### config.mk
export PLATFORM = sky130hd
export DESIGN_NAME = pipe_issue
export DESIGN_NICKNAME = d
export VERILOG_FILES = /design/src/rtl/pipe_issue.sv
export SDC_FILE = /design/constraint.sdc
export NUM_CORES = 1
export LEC_CHECK = 0
export CAP_MARGIN = 40
export CORE_MARGIN = 4
export CORE_UTILIZATION = 40
export CTS_BUF_LIST = sky130_fd_sc_hd__clkbuf_16
export CTS_CLUSTER_SIZE = 16
export DETAILED_ROUTE_END_ITERATION = 10
export PLACE_DENSITY = 0.62
export SLEW_MARGIN = 15
export SYNTH_ARGS = -nofsm -noshare
export SYNTH_HDL_FRONTEND = slang
export SYNTH_SLANG_ARGS = --single-unit
### constraint.sdc
create_clock -name clk -period 3.9 [get_ports clk]
set_input_delay 0.585 -clock clk [delete_from_list [all_inputs] [get_ports clk]]
set_output_delay 0.585 -clock clk [all_outputs]
set_load 0.03 [all_outputs]
### src/rtl/pipe_issue.sv
// pipe_issue: hazard-checked instruction issue sequencer feeding the ALU/register-bank pipeline.
// Define STALL_COUNT_EN to add the stall_cnt bubble counter output.
module pipe_issue #(
  parameter int DEPTH = 16,
  parameter int AW = 4,
  parameter int HAZ_WIN = 2,
  parameter int DRAIN_CYC = 3
) (
  input  logic          clk,
  input  logic          rst,
  input  logic          prog_we,
  input  logic [AW-1:0] prog_addr,
  input  logic [23:0]   prog_data,
  input  logic [AW:0]   prog_len,
  input  logic          start,
  output logic [3:0]    rs1,
  output logic [3:0]    rs2,
  output logic [3:0]    rd,
  output logic [3:0]    func,
  output logic [7:0]    addr,
  output logic          issue_valid,
  output logic          busy,
  output logic          done,
  output logic [AW-1:0] pc
`ifdef STALL_COUNT_EN
  ,
  output logic [15:0]   stall_cnt
`endif
);
  typedef enum logic [1:0] {IDLE, RUN, DRAIN} state_t;
  state_t state_q, state_d;
  logic [23:0] mem_q [DEPTH];
  logic [23:0] word_q, ins;
  logic [4:0] sb_q [1:HAZ_WIN];
  logic [AW-1:0] pc_q;
  logic [7:0] cnt_q;
  logic issue_valid_q, done_q, haz, issue, last, accept, drain_end;
  always_comb begin
    ins = mem_q[pc_q];
    haz = 1'b0;
    for (int k = 1; k <= HAZ_WIN; k++)
      haz = haz | (sb_q[k][4] && (sb_q[k][3:0] == ins[15:12] || sb_q[k][3:0] == ins[11:8]));
    issue = (state_q == RUN) && !haz;
    last = ({1'b0, pc_q} + (AW+1)'(1)) == prog_len;
    accept = (state_q == IDLE) && start;
    drain_end = (state_q == DRAIN) && (cnt_q == 8'(DRAIN_CYC - 1));
    state_d = state_q;
    if (accept) state_d = (prog_len != '0) ? RUN : DRAIN;
    if (issue && last) state_d = DRAIN;
    if (drain_end) state_d = IDLE;
  end
  // program memory is deliberately not reset and only writable while idle
  always_ff @(posedge clk)
    if (prog_we && state_q == IDLE) mem_q[prog_addr] <= prog_data;
  // scoreboard is held clear while idle so every run starts hazard-free
  always_ff @(posedge clk) begin
    if (rst) begin
      state_q <= IDLE;
      word_q <= '0;
      issue_valid_q <= 1'b0;
      done_q <= 1'b0;
      pc_q <= '0;
      cnt_q <= '0;
      for (int k = 1; k <= HAZ_WIN; k++) sb_q[k] <= '0;
    end else begin
      state_q <= state_d;
      issue_valid_q <= issue;
      done_q <= drain_end;
      cnt_q <= (state_q == DRAIN) ? cnt_q + 8'd1 : '0;
      if (issue) word_q <= ins;
      pc_q <= accept ? '0 : issue ? pc_q + AW'(1) : pc_q;
      sb_q[1] <= (state_q == IDLE) ? '0 : {issue, ins[19:16]};
      for (int k = 2; k <= HAZ_WIN; k++) sb_q[k] <= (state_q == IDLE) ? '0 : sb_q[k-1];
    end
  end
  assign func = word_q[23:20];
  assign rd = word_q[19:16];
  assign rs1 = word_q[15:12];
  assign rs2 = word_q[11:8];
  assign addr = word_q[7:0];
  assign issue_valid = issue_valid_q;
  assign done = done_q;
  assign busy = state_q != IDLE;
  assign pc = pc_q;
`ifdef STALL_COUNT_EN
  logic [15:0] stall_q;
  always_ff @(posedge clk) begin
    if (rst || accept) stall_q <= '0;
    else if (state_q == RUN && haz && stall_q != 16'hFFFF) stall_q <= stall_q + 16'd1;
  end
  assign stall_cnt = stall_q;
`endif
endmodule

Yosys cells after proc, flatten, opt, wreduce, memory -nomap -nowiden
Memory sizes are Yosys's and may differ from the RTL's. A register that Yosys moved wholly into a read port is not among the register bits.
Index checks and enable logic that the tools add are counted.
{"block": "totals", "ff_bits": 40, "ram_bits": 394, "in_bits": 37, "elab_cells": 56, "n_memories": 2}
{"name": "mem_q", "words": 16, "width": 24, "rd": 1, "rd_clocked_by_memory_dff": 1, "wr": 1, "line_no": "32", "rtl": "logic [23:0] mem_q [DEPTH];"}
{"name": "sb_q", "words": 2, "width": 5, "rd": 2, "rd_clocked_by_memory_dff": 0, "wr": 2, "line_no": "34", "rtl": "logic [4:0] sb_q [1:HAZ_WIN];"}
{"block": "classes", "add_sub_neg": 3, "n_eq_ne": 8, "mux": 14, "bitwise": 4, "n_reduce_logical": 18}
{"operator": "5-bit two-way mux", "n": 4}
{"operator": "4-bit equality test", "n": 4}
{"operator": "8-bit by 1-bit adder with 8-bit output (second input constant)", "n": 1}
{"operator": "8-bit by 2-bit equality test with 1-bit output (second input constant)", "n": 1}
{"operator": "4-bit two-way mux", "n": 2}
{"operator": "1-bit logical AND", "n": 7}
{"operator": "2-bit two-way mux", "n": 3}
{"operator": "2-bit OR reduction", "n": 3}
{"operator": "4-bit by 1-bit adder with 5-bit output (second input constant)", "n": 1}
{"operator": "5-bit equality test", "n": 1}
{"operator": "1-bit two-way mux", "n": 5}
{"operator": "5-bit nonzero test", "n": 1}
{"operator": "4-bit by 1-bit adder with 4-bit output (second input constant)", "n": 1}
{"operator": "2-bit nonzero test", "n": 2}
{"operator": "1-bit OR", "n": 3}
{"operator": "3-bit OR reduction", "n": 1}
{"operator": "2-bit by 1-bit equality test with 1-bit output (second input constant)", "n": 1}
{"operator": "2-bit equality test (second input constant)", "n": 1}
{"operator": "2-bit logical NOT", "n": 1}
{"operator": "1-bit logical OR", "n": 2}
{"operator": "1-bit logical NOT", "n": 1}
{"operator": "1-bit inverter", "n": 1}

Logic depth before layout (Yosys ltp)
{"block": "logic_depth", "depth_word": 8, "mapped_depth": 12}

Worst setup path before layout
Ideal clock, no wire load.
{"block": "synth_timing", "path_kind": "reg2reg", "startpoint": "register state_q[1]", "endpoint": "memory mem_q[0][0] (enable)", "setup_time_ns": 0.435, "t_arrival_ns": 2.780, "t_required_ns": 3.465, "setup_slack_ns": 0.685, "stages_incl_launch_ff": 5, "n_path_buf": 0, "cell_sequence": "dfxtp_1 nor2_1 nand2_1 or3_1 nor3_1"}
{"block": "synth_between", "elab_chain_cells": 4}
{"element": "from (decl)", "line_no": "31", "rtl": "state_t state_q, state_d;"}
{"element": "from (signal assigned)", "line_no": "66", "rtl": "state_q <= state_d;"}
{"element": "2-bit logical NOT", "line_no": "54", "rtl": "if (prog_we && state_q == IDLE) mem_q[prog_addr] <= prog_data;"}
{"element": "1-bit logical AND", "line_no": "54"}
{"element": "1-bit two-way mux", "line_no": "54"}
{"element": "1-bit two-way mux (implied by the code)", "line_no": "54"}
{"element": "to (decl)", "line_no": "32"}
No other way between the ends.

==> metrics.txt <==
status finished, final reports clean; initial antenna violation count 2; critical path type flop to flop; number of max-cap violations 0; CTS tree built; CP bufs+invs 1; root buffer cell clkbuf_16; Final Cycle Share 0.892; first-pass GRT wire length slightly below 60000 um; IO Port Bufs 67; top post-synthesis cells by area edfxtp_1 (67%), mux4_2 (14%), dfxtp_1 (6.3%); mux share of post-synthesis cell area 0.163; Synth Area in Adders 0.00219; post-synthesis sequential area ratio 0.737; crit-path cells mux2_2 > mux4_2 > mux2i_1 > xor2_1 > o2111a_1 > o21ai_2 > buf_4 > nand3_1 > a21oi_1; largest family of logic cells by synthesized area multiplexers; Cell variety after synth 54; Worst-path clk slew approximately 0.060 ns; site row count 75; commonest non-fill, non-tap cell in the layout edfxtp_1; grt ovf 0; FFs w/ async S/R, synth 0; DPL Wire Length 22500 um; Starting Density 0.406; largest net degree at the start of global routing 50; Detailed Route WL 38200 um; Final Skew 0.0135 ns; Syn Std Cell Area 0.0171 mm2; Vias/cell approximately 5.6; HP Class flop to flop; CP Max Fanout 34; Top Family by Delay on Critical Path multiplexers; Resized Gates After CTS 0; Final ANT Viol Nets 0; H-tree depth 2; core area ~0.042 mm2; die area 0.0462 mm2; clock sink count 438; commonest cells after routing, fill and taps aside edfxtp_1 (384), mux4_2 (105), clkdlybuf4s50_1 (67); clk_lat worst skew about 0.55 ns; RSZ-0062 raised after global routing no; Pwr Density 476 mW/mm2; Synth warnings 0; Horiz. Die Dim roughly 210 um; nets@finish 1024; Fin. Hold Viols 0; slowest cell delay on critical path 0.72 ns; slowest library cell on the worst path dfxtp_4; setup slack after layout around 0.42 ns; worst hold slack approximately 0.48 ns; Longest Clk Path Bufs 3; number of CTS-inserted buffers 44; CP Capture Type flop; Vias 8631; routed len/inst approximately 25 um; peak supply drop between 0.3 and 0.4 mV; CP Launch Type flop; setup TNS 0 ns; layout cell share with drive strength beyond 1 0.240; Compound-Gate Fraction of Synth Area 0.0311; simple-gate share of the synthesized area 0.0408; Detailed Routing Iterations Pass 1 5; Synth top area share 0.673; worst-margin pin slew 0.780 ns; Placer Congestion ~0.76; Synth Register Bits around 440; fmax 287 MHz; Layout area overhead 16.9%; Setup violations, final 0; drt drc 0; Syn Inst Count between 800 and 900; Crit path required time between 4 and 5 ns; CTS Hold Bufs 0; Syn Area/Cell about 20 um2; max-slew violations 0; n_diodes 0; vias in the first global route 8892; Pleak around 0.0062 uW; Synth Area in XOR/XNOR 0.0118; DP Worst Slack ~0.42 ns; syn_nets 915; relative slew slack 0.480; fin crit period 3.48 ns; IO Count 68; # Post-CTS Setup Buffers 0; area leader, netlist edfxtp_1; Die Y 215 um; critical path arrival 3.95 ns; All-Layer GR Usage 0.166; Most used DFF post-synth edfxtp_1; number of flops mapped to enable cells by yosys 384; 1st-iter DRT viols 814
## synthesized netlist by cell type (all sizes together) (12+ instances only)
master / instances
edfxtp: 384
mux2i: 27
buf: 32
nor3: 15
nor2: 34
o21ai: 30
mux4: 105
dfxtp: 54
a21oi: 31
clkbuf: 12
nand3: 31
xor2: 12
## kinds of logic after synthesis
family                     count (synthesis)
muxes                                    143
adders and majority gates                  3
DFF                                      438
xor gates and xnor gates                  23
AOI/OAI and AO/OA                         85
buffers and inverters                     51
and+or+nand+nor                          132
## state kept, by name, indices dropped and copies added (netlist names), named ones only
register	flops
cnt_q	8
state_q	2
pc	4
issue_valid	1
mem_q	384
done	1
sb_q	10
word_q	24
## per-layer routing
metal  vias up  share of wire  GRT usage
met1      4545           0.45      0.242
met5         -        0.00055          0
met4         4          0.017     0.0367
met2       237           0.48      0.265
met3        52          0.055     0.0305
li1       3793              -          -
## final cells by class
cell class	count	area, um2
fillers	3458	22100
flip-flops and latches	438	12600
multi-input cells	386	4370
clock buffers	44	1100
repair buffers	107	1020
well taps	539	674
clock inverters	34	206
inverters	7	26.3
## path summary, 6_finish.rpt
check / start / slack (ns) / depth (start not counted) / to
worst max register to register: flop / 0.42 / 9 / word_q[7]
worst min-delay path: word_q[5] / 0.48 / 2 / word_q[5]
worst max-delay path: flop / 0.42 / 9 / word_q[7]
worst min register to register: word_q[5] / 0.48 / 2 / word_q[5]
## power by group
group | internal, uW | leakage [uW] | switching (uW) | total, uW
clock | 2120 | 0.000667 | 1700 | 3820
sequential | 5160 | 0.00391 | 41.2 | 5200
combinational | 214 | 0.00161 | 285 | 499
## worst register-to-register path: stages (launching register included)
cell	delay, ns
dfxtp_4	0.72
mux2_2	0.45
mux4_2	0.48
mux2i_1	0.30
xor2_1	0.12
o2111a_1	0.19
o21ai_2	0.54
buf_4	0.36
nand3_1	0.11
a21oi_1	0.12
## through the flow
step                cells  power (uW)  instance area, um2  utilization
floorplan             875        5570               17100            -
global placement     1476        5790               18700        0.443
detailed placement   1477        5810               18700        0.444
CTS                  1555        9620               20000        0.475
global route         1555        9880               20000        0.475
finish               1555        9520               20000        0.475
No activity file was read; power rests on OpenSTA's default activity.
